File: src/rtl/wb_sram_b3.sv
// Wishbone B3 slave front-end for a single-port synchronous SRAM with 1-cycle read latency.
// Define WB_SRAM_BURST_EN to build incrementing/wrapping burst support with read prefetch.
module wb_sram_b3 #(
  parameter int DATA_WIDTH     = 32,
  parameter int ADDR_WIDTH     = 32,
  parameter int MEM_SIZE_BYTES = 32768,
  localparam int SEL_WIDTH     = DATA_WIDTH / 8,
  localparam int SEL_BITS      = $clog2(SEL_WIDTH),
  localparam int MEM_AW        = $clog2(MEM_SIZE_BYTES / SEL_WIDTH)
) (
  input  logic                  clk_i,
  input  logic                  rst_i,
  input  logic [ADDR_WIDTH-1:0] adr_i,
  input  logic [DATA_WIDTH-1:0] dat_i,
  input  logic                  cyc_i,
  input  logic                  stb_i,
  input  logic                  we_i,
  input  logic [SEL_WIDTH-1:0]  sel_i,
  input  logic [2:0]            cti_i,
  input  logic [1:0]            bte_i,
  output logic [DATA_WIDTH-1:0] dat_o,
  output logic                  ack_o,
  output logic                  err_o,
  output logic                  rty_o,
  output logic                  sram_ce,
  output logic                  sram_we,
  output logic [MEM_AW-1:0]     sram_adr,
  output logic [SEL_WIDTH-1:0]  sram_sel,
  output logic [DATA_WIDTH-1:0] sram_wdat,
  input  logic [DATA_WIDTH-1:0] sram_rdat
);

  typedef enum logic [1:0] {IDLE, SINGLE, BURST} state_t;

  localparam logic [ADDR_WIDTH:0] MEM_LIMIT = (ADDR_WIDTH + 1)'(MEM_SIZE_BYTES);

  state_t            state_reg, state_next;
  logic              ack_reg, ack_next;
  logic              err_reg, err_next;
  logic [MEM_AW-1:0] cur_adr_reg, cur_adr_next;
  logic [MEM_AW-1:0] word_idx;
  logic              req;
  logic              out_of_range;

  assign word_idx     = adr_i[MEM_AW+SEL_BITS-1:SEL_BITS];
  assign out_of_range = {1'b0, adr_i} >= MEM_LIMIT;
  assign req          = cyc_i & stb_i;

`ifdef WB_SRAM_BURST_EN
  logic [1:0]        bte_reg, bte_next;
  logic [MEM_AW-1:0] nxt_adr;
  logic              burst_go;

  // Wrapping bursts only advance the low address bits; upper bits stay put.
  always_comb begin
    nxt_adr = cur_adr_reg;
    case (bte_reg)
      2'b00:   nxt_adr      = cur_adr_reg + MEM_AW'(1);
      2'b01:   nxt_adr[1:0] = cur_adr_reg[1:0] + 2'd1;
      2'b10:   nxt_adr[2:0] = cur_adr_reg[2:0] + 3'd1;
      default: nxt_adr[3:0] = cur_adr_reg[3:0] + 4'd1;
    endcase
  end

  assign burst_go = req && (cti_i == 3'b010) && (bte_i == bte_reg);
`else
  logic unused_burst_inputs;
  assign unused_burst_inputs = ^{cti_i, bte_i};
`endif

  always_comb begin
    state_next   = state_reg;
    ack_next     = 1'b0;
    err_next     = 1'b0;
    cur_adr_next = cur_adr_reg;
`ifdef WB_SRAM_BURST_EN
    bte_next     = bte_reg;
`endif
    sram_ce      = 1'b0;
    sram_we      = 1'b0;
    sram_adr     = cur_adr_reg;
    case (state_reg)
      IDLE: begin
        if (req && !ack_reg && !err_reg) begin
          if (out_of_range) begin
            err_next = 1'b1;
          end else begin
            cur_adr_next = word_idx;
            ack_next     = 1'b1;
            sram_ce      = !we_i;
            sram_adr     = word_idx;
`ifdef WB_SRAM_BURST_EN
            if (cti_i == 3'b010) begin
              state_next = BURST;
              bte_next   = bte_i;
            end else begin
              state_next = SINGLE;
            end
`else
            state_next = SINGLE;
`endif
          end
        end
      end
      SINGLE: begin
        // Write lands in the ack cycle while dat_i/sel_i are still held.
        sram_ce    = req & we_i;
        sram_we    = req & we_i;
        state_next = IDLE;
      end
`ifdef WB_SRAM_BURST_EN
      BURST: begin
        sram_ce = req & we_i;
        sram_we = req & we_i;
        if (burst_go) begin
          cur_adr_next = nxt_adr;
          ack_next     = 1'b1;
          if (!we_i) begin
            sram_ce  = 1'b1;
            sram_adr = nxt_adr;
          end
        end else begin
          state_next = IDLE;
        end
      end
`endif
      default: state_next = IDLE;
    endcase
    // An aborting reset must not leave a half-finished write behind.
    if (rst_i) begin
      sram_ce = 1'b0;
      sram_we = 1'b0;
    end
  end

  always_ff @(posedge clk_i) begin
    if (rst_i) begin
      state_reg   <= IDLE;
      ack_reg     <= 1'b0;
      err_reg     <= 1'b0;
      cur_adr_reg <= '0;
`ifdef WB_SRAM_BURST_EN
      bte_reg     <= 2'b00;
`endif
    end else begin
      state_reg   <= state_next;
      ack_reg     <= ack_next;
      err_reg     <= err_next;
      cur_adr_reg <= cur_adr_next;
`ifdef WB_SRAM_BURST_EN
      bte_reg     <= bte_next;
`endif
    end
  end

  assign sram_sel  = sel_i;
  assign sram_wdat = dat_i;
  assign dat_o     = ack_reg ? sram_rdat : '0;
  assign ack_o     = ack_reg;
  assign err_o     = err_reg;
  assign rty_o     = 1'b0;

endmodule

File: config.mk
export PLATFORM = sky130hd
export DESIGN_NAME = wb_sram_b3
export DESIGN_NICKNAME = d
export VERILOG_FILES = /design/src/rtl/wb_sram_b3.sv
export SDC_FILE = /design/constraint.sdc
export NUM_CORES = 1
export LEC_CHECK = 0
export BUFFER_PORTS_ARGS = -buffer_cell sky130_fd_sc_hd__buf_2
export CAP_MARGIN = 15
export CORE_AREA = 2 2 76 78
export DETAILED_ROUTE_END_ITERATION = 10
export DIE_AREA = 0 0 78 80
export PLACE_DENSITY = 0.68
export RECOVER_POWER = 25
export SYNTH_ARGS = -nofsm -noshare
export SYNTH_HDL_FRONTEND = slang
export SYNTH_SLANG_ARGS = --single-unit
export TNS_END_PERCENT = 30
File: constraint.sdc
create_clock -name clk_i -period 1.4 [get_ports clk_i]
set_input_delay 0.21 -clock clk_i [delete_from_list [all_inputs] [get_ports clk_i]]
set_output_delay 0.21 -clock clk_i [all_outputs]
set_load 0.05 [all_outputs]
# After elaboration in Yosys (flattened, before gate mapping)
# Index checks and enable logic that the tools add are counted.
# W data, S select, Z words.
totals:
  ff_bits: 16
  inputBits: 110
  word_cells: 31
classes:
  order_cmp: 1
  n_mux: 12
  bitwise: 5
  n_reduce_logical: 9
ops:
  columns: ["operator", "count"]
  rows:
  - ["$mux W13", 3]
  - ["$ge A32 B16 Y1 const B", 1]
  - ["$mux W32", 1]
  - ["$mux W1", 7]
  - ["$logic_not A1 Y1", 3]
  - ["$not A1 Y1", 3]
  - ["$reduce_or A3 Y1", 1]
  - ["$and A1 B1 Y1", 2]
  - ["$logic_and A1 B1 Y1", 2]
  - ["$logic_not A2 Y1", 1]
  - ["$pmux W1 S2", 1]
  - ["$reduce_and A2 Y1", 1]
  - ["$reduce_or A2 Y1", 1]

# Longest topological paths before layout
# Gate-level depths: netlist of the first run.
logic_depth:
  word_depth: 6
  depth_mapped: 6
  ltp_nobuf: 4

# Worst setup path after synthesis of the first run
# No wires, ideal clock.
synth_path:
  kind: "reg2out"
  start: "register ack_reg, in the netlist ack_o"
  end: "output sram_adr[10]"
  t_arrival_ns: 1.630
  required_ns: 1.190
  slack_ns: -0.440
  stages_incl_launch_ff: 6
  path_buffers: 1
  path_cell_list: "dfxtp_1 > nor3_2 > nand4b_1 > buf_2 > o21ai_1 > nand2_1"
synth_between:
  elab_chain_cells: 5
synth_lines:
  columns: ["item", "line_no", "source"]
  rows:
  - ["start, declared", "38", "logic ack_reg, ack_next;"]
  - ["start signal, assigned", "147", "ack_reg <= ack_next;"]
  - ["$logic_not A1 Y1", "84", "if (req && !ack_reg && !err_reg) begin"]
  - ["$logic_and A1 B1 Y1 (2 in a row)", "84", null]
  - ["$mux W13", null, null]
  - ["$mux W13", "82", "case (state_reg)"]
  - ["end, declared", "27", "output logic [MEM_AW-1:0] sram_adr,"]
# Every way passes these cells.

# Worst setup path in the final report of the first run
layout_path:
  start: "register err_reg, in the netlist err_o"
  end: "output sram_adr[6]"
layout_between:
  elab_chain_cells: 4
layout_lines:
  columns: ["item", "line_no", "source"]
  rows:
  - ["start, declared", "39", "logic err_reg, err_next;"]
  - ["start signal, assigned", "148", "err_reg <= err_next;"]
  - ["$logic_not A1 Y1", "84", null]
  - ["$logic_and A1 B1 Y1", "84", null]
  - ["$mux W13", null, null]
  - ["$mux W13", "82", null]
# Every way passes these cells.

==> flow_summary.yaml, run 1 <==
power_and_ir_drop:
  power_leakage_uw: 0.00115
  p_per_area_mw_per_mm2: 406
  max-vdd-ir-drop_mv: 0.491
  p_total_uw: 971
timing:
  worst_slack_ns: -0.479
  max_freq_mhz: 532
  hold_viol: 0
  rsz0062_at_grt: "yes"
  finalCriticalPeriod_ns: 1.88
  clock_skew_ns: 0.00585
  fin_crit_sh_pct: 134
  maxSlewViolCount: 0
  finalSetupViolations: 21
  finalSetupTns_ns: -6.57
routing:
  vias_per_cell: 4.41
  drc_errors: 0
  first_iter_violations: 22
  wl_per_cell_um: 13.1
  vias: 1494
  first_pass_iters: 4
  routed_wl_um: 4430
  ant_nets: 0
cells_and_area:
  largest_reg_flops: 13
  layoutNonFillerInstCount: 339
  final_common_cell: "buf_2"
  syn_to_final_growth_pct: 89.2
  drive_gt1_share_pct: 70.0
  area.sequential_um2: 325
  fin_nets: 378
  n_antenna_cell: 0
  multiInputGateArea_um2: 862
  final_cell_mix: "buf_2, buf_4, and2_1"
  final_area_mm2: 0.00239
  fillers: 532
floorplanning:
  pin_count: 196
  coreArea_mm2: 0.00541
  dieWidth_um: 78
  initial_utilization_pct: 23.4
  row_count: 27
  fp.dieH_um: 80
  die_area_mm2: 0.00624
worst_hold_path:
  hp-class: "in2reg"
grt:
  gr-usage-all-layers_pct: 12.7
  grt_max_degree: 34
  grt_pass1_vias: 1368
  grt-ovfl-total: 0
  antenna_found_initial: 0
  grt_pass1_wl_um: 6320
synthesis:
  synth_area_per_cell_um2: 7.48
  yosysSeqAreaShare_pct: 25.3
  synth_top_cell_area_share_pct: 25.3
  ys_seq_elements: 16
  syn-num-nets: 279
  synth_cells: 169
  synth_warnings: 0
  yosys.area.top_type: "dfxtp_1"
  synth_area_leaders: "dfxtp_1, buf_4, and2_1"
  synth_cell_type_count: 22
  syn_area_mm2: 0.00126
setup_path:
  cp_cell_sequence: "nor3_4, nand4b_1, buf_6, o21ai_4, nand2_4, buf_8"
  cp.required_ns: 1.19
  arrival_ns: 1.67
  slowest_delay_ns: 0.34
  slowest_stage: "dfxtp_2"
  path_class: "reg2out"
  endpoint_kind: "output port"
  critPathLaunchType: "register"
  path_max_fanout: 8
clocking:
  cts_made_buffers: 3
  clkSlewWorstSetupHoldPaths_ns: 0.07
  clk_latency_ns: 0.25
  ctsHtreeMaxLevel: 1
  hold_buffers: 0
  cts_tree: "built"
  root_buffer: "clkbuf_8"
  cts_sinks: 16
  clockBufferDepth: 2
outcome:
  status: "complete, but fails checks"
  violations: "negative setup slack"
placed_design:
  preCtsSetupSlack_ns: -0.392
  gp_congestion: 0.715
  dpl-instance-area_mm2: 0.00192
  dp_cells: 330
  place_hpwl_um: 3180
  numPortBuffers: 115
job:
  maxCapViolCount: 0
## logic make-up (layout without fill, tap and decap cells)
| logic type | after synthesis | after routing | synth area share, % |
|---|---|---|---|
| AOI/OAI and AO/OA | 28 | 28 | 11.3 |
| buffers and inverters | 49 | 147 | 27.3 |
| DFF | 16 | 16 | 25.3 |
| other | 1 | 1 | 0.296 |
| and+or+nand+nor | 75 | 75 | 35.8 |
## metrics by stage
step           util, %  hold WS (ns)
2_1_floorplan        -         0.410
3_3_place_gp      35.5         0.420
3_5_place_dp      35.5         0.420
4_1_cts           42.1         0.215
5_1_grt           44.3         0.220
6_report          44.3         0.208
## path summary, 6_finish.rpt
check,start,end,slack [ns],depth (start not counted)
setup / recovery,err_o$_SDFF_PP0_,sram_adr[6],-0.48,6
hold / removal,rst_i,ack_o$_SDFF_PP0_,0.21,2
setup reg to reg,err_o$_SDFF_PP0_,cur_adr_reg[8]$_SDFF_PP0_,-0.14,7
hold reg to reg,cur_adr_reg[12]$_SDFF_PP0_,cur_adr_reg[12]$_SDFF_PP0_,0.49,2
## final cells by class
cell class	instances	area share (%)
clock buffer	4	1.88
inverter	1	0.157
multi-input combinational	104	36.0
sequential	16	13.6
tap	72	3.76
timing repair buffer	142	44.6
## layer usage
metal | vias up | wire (um) | share of wire [%] | global-route usage, %
li1 | 726 | - | - | -
met1 | 662 | 1590 | 36 | 13.1
met2 | 90 | 2370 | 54 | 24.3
met3 | 16 | 368 | 8.3 | 3.39
met4 | 0 | 97 | 2.2 | 4.91
met5 | - | 0 | 0 | 0
## synthesized netlist by cell type
master     n
buf_4     39
and2_1    33
dfxtp_1   16
nand2_1   15
a21oi_1   14
nand4_1   13
o21ai_1    9
clkbuf_1   5
o21ai_0    4
buf_2      3
nor4_2     3
and3_1     2
nor2_1     2
nor3_1     2
nor3_2     2
a21o_1     1
and2b_1    1
buf_8      1
conb_1     1
inv_1      1
nand3_1    1
nand4b_1   1
## critical path: cells and delay by family, from the launching register on
family | cells | cell delay [ns]
DFF | 1 | 0.34
buffers and inverters | 2 | 0.39
AOI/OAI and AO/OA | 1 | 0.19
and+or+nand+nor | 3 | 0.49
## report_power, final
group	switching, uW	internal, uW	total, uW
Combinational	64.6	89.7	154
Clock	159	202	361
Sequential	1.38	455	456
## repair_timing
| action | 4_1_cts | 5_1_grt |
|---|---|---|
| hold endpoints to repair | 0 | 0 |
| pin swaps | 26 | 19 |
| cloned | 0 | 1 |
| endpoints found under the setup margin | 56 | 60 |
| buffers inserted | 2 | 3 |
| resized for setup | 89 | 19 |
Power figures use the tool's default switching activity.
==> inputs of run 2 (changes only) <==
--- a/config.mk
+++ b/config.mk
@@ -7,10 +7,12 @@
 export LEC_CHECK = 0
 export BUFFER_PORTS_ARGS = -buffer_cell sky130_fd_sc_hd__buf_2
 export CAP_MARGIN = 15
-export CORE_AREA = 2 2 76 78
+export CELL_PAD_IN_SITES_DETAIL_PLACEMENT = 0
+export CELL_PAD_IN_SITES_GLOBAL_PLACEMENT = 2
+export CORE_ASPECT_RATIO = 1.4
+export CORE_UTILIZATION = 12
 export DETAILED_ROUTE_END_ITERATION = 10
-export DIE_AREA = 0 0 78 80
-export PLACE_DENSITY = 0.68
+export PLACE_DENSITY_LB_ADDON = 0.1
 export RECOVER_POWER = 25
 export SYNTH_ARGS = -nofsm -noshare
 export SYNTH_HDL_FRONTEND = slang
==> run 2 against run 1 <==
The flow still finishes with violations (negative setup slack). Final area down 3.5%. Routed wire length up 7.9%. Count of clock-buffer cells in the layout unchanged. Power up 25%. Register-to-register slack worse by 0.13 ns. Sequential share of layout area up 0.55 points. Combinational power down 5%. Cell count up 20%. Via count down 1.0%. Critical path depth unchanged. Global-route usage down 4.3 points. Critical path type unchanged. Critical endpoint is now sram_adr[10].
==> flow_summary.yaml, run 2 (synthesis results as in run 1) <==
clocking:
  clk_latency_ns: 0.24
  root_buffer: "clkbuf_16"
  cts_tree: "built"
  ctsHtreeMaxLevel: 1
  cts_made_buffers: 3
  cts_sinks: 16
  clkSlewWorstSetupHoldPaths_ns: 0.05
  clockBufferDepth: 2
  hold_buffers: 0
floorplanning:
  dieWidth_um: 88.8
  pin_count: 196
  initial_utilization_pct: 12.3
  fp.dieH_um: 123
  coreArea_mm2: 0.0103
  row_count: 44
  die_area_mm2: 0.0110
worst_hold_path:
  hp-class: "in2reg"
  min_path_cells: 2
routing:
  vias_per_cell: 3.63
  first_pass_iters: 4
  vias: 1479
  routed_wl_um: 4780
  ant_nets: 0
  wl_per_cell_um: 11.7
  drc_errors: 0
  first_iter_violations: 24
grt:
  antenna_found_initial: 0
  grt_pass1_wl_um: 7000
  grt_pass1_vias: 1430
  grt_max_degree: 34
  grt-ovfl-total: 0
  gr-usage-all-layers_pct: 8.36
placed_design:
  gp_congestion: 0.607
  place_hpwl_um: 3870
  preCtsSetupSlack_ns: -0.432
  dpl-instance-area_mm2: 0.00204
  numPortBuffers: 115
setup_path:
  path_class: "reg2out"
  slowest_delay_ns: 0.34
  endpoint_kind: "output port"
  critPathLaunchType: "register"
  arrival_ns: 1.59
  reg2reg_depth: 9
  cp.required_ns: 1.19
  path_max_fanout: 15
  slowest_stage: "dfxtp_4"
  cp_cell_sequence: "nor3_4, nand4b_1, buf_6, o21ai_2, nand2_4, buf_4"
timing:
  rsz0062_at_grt: "yes"
  max_freq_mhz: 556
  clock_skew_ns: 0.00308
  finalSetupTns_ns: -6.74
  finalCriticalPeriod_ns: 1.80
  worst_slack_ns: -0.399
  hold_viol: 0
  maxSlewViolCount: 0
  fin_crit_sh_pct: 128
  finalSetupViolations: 50
cells_and_area:
  syn_to_final_growth_pct: 82.6
  final_area_mm2: 0.00231
  multiInputGateArea_um2: 767
  fillers: 1152
  largest_reg_flops: 13
  final_common_cell: "buf_2"
  fin_nets: 380
  fin_util_pct: 22.4
  final_cell_mix: "buf_2, buf_4, and2_1"
  area.sequential_um2: 327
  drive_gt1_share_pct: 69.1
  n_antenna_cell: 0
power_and_ir_drop:
  p_total_uw: 1210
  p_per_area_mw_per_mm2: 525
  power_leakage_uw: 0.00116
  max-vdd-ir-drop_mv: 0.337
outcome:
  violations: "negative setup slack"
  status: "complete, but fails checks"
job:
  maxCapViolCount: 0
-- run 2: changes by cell type in the layout (fill, tap and decap cells not counted), moves of 3 or more --
| cell | before | now |
|---|---|---|
| buf_4 | 46 | 41 |
| o21ai_2 | 0 | 10 |
| o21ai_4 | 13 | 2 |
| a21oi_1 | 8 | 12 |
| buf_2 | 69 | 88 |
| buf_8 | 11 | 2 |
| a21oi_2 | 6 | 2 |
| buf_6 | 13 | 10 |
-- run 2: what timing repair did --
| item | 4_1_cts | 5_1_grt |
|---|---|---|
| buffers inserted | 4 | 0 |
| resized for setup | 49 | 5 |
| endpoints found under the setup margin | 59 | 60 |
| pin swaps | 7 | 8 |
-- run 2: worst paths after layout --
kind	start	endpoint	slack, ns
hold reg to reg	cur_adr_reg[0]$_SDFF_PP0_	cur_adr_reg[0]$_SDFF_PP0_	0.47
setup reg to reg	ack_o$_SDFF_PP0_	cur_adr_reg[3]$_SDFF_PP0_	-0.27
hold / removal	rst_i	ack_o$_SDFF_PP0_	0.21
setup / recovery	ack_o$_SDFF_PP0_	sram_adr[10]	-0.40
-- run 2: critical path: cells and delay by family (launching register included) --
kind	cells	cell delay, ns
AOI/OAI and AO/OA	1	0.22
buffers and inverters	2	0.38
DFF	1	0.34
and+or+nand+nor	3	0.39
-- run 2: power breakdown --
group          leakage (uW)  internal, uW  switching (uW)
logic              0.000981          84.4            62.7
registers          0.000131           456            1.06
clock network     0.0000442           434             176
-- run 2: area by class of cell --
cell class,count,share of cell area [%]
multi-input cells,104,33.2
flip-flops and latches,16,14.1
well taps,138,7.48
repair buffers,144,41.2
clock buffers,4,3.85
inverters,1,0.163
-- run 2: layer usage --
metal,global-route usage [%],wire [um],vias up
met5,0,0,-
met4,2.52,57,0
met3,3.20,567,12
met2,14.8,2280,112
met1,9.08,1870,623
li1,-,-,732
-- run 2: through the flow --
stage | hold WS [ns] | std cells
6_report | 0.213 | 407
2_1_floorplan | 0.410 | 169
3_5_place_dp | 0.420 | 399
4_1_cts | 0.201 | 407
5_1_grt | 0.230 | 407
3_3_place_gp | 0.420 | 399
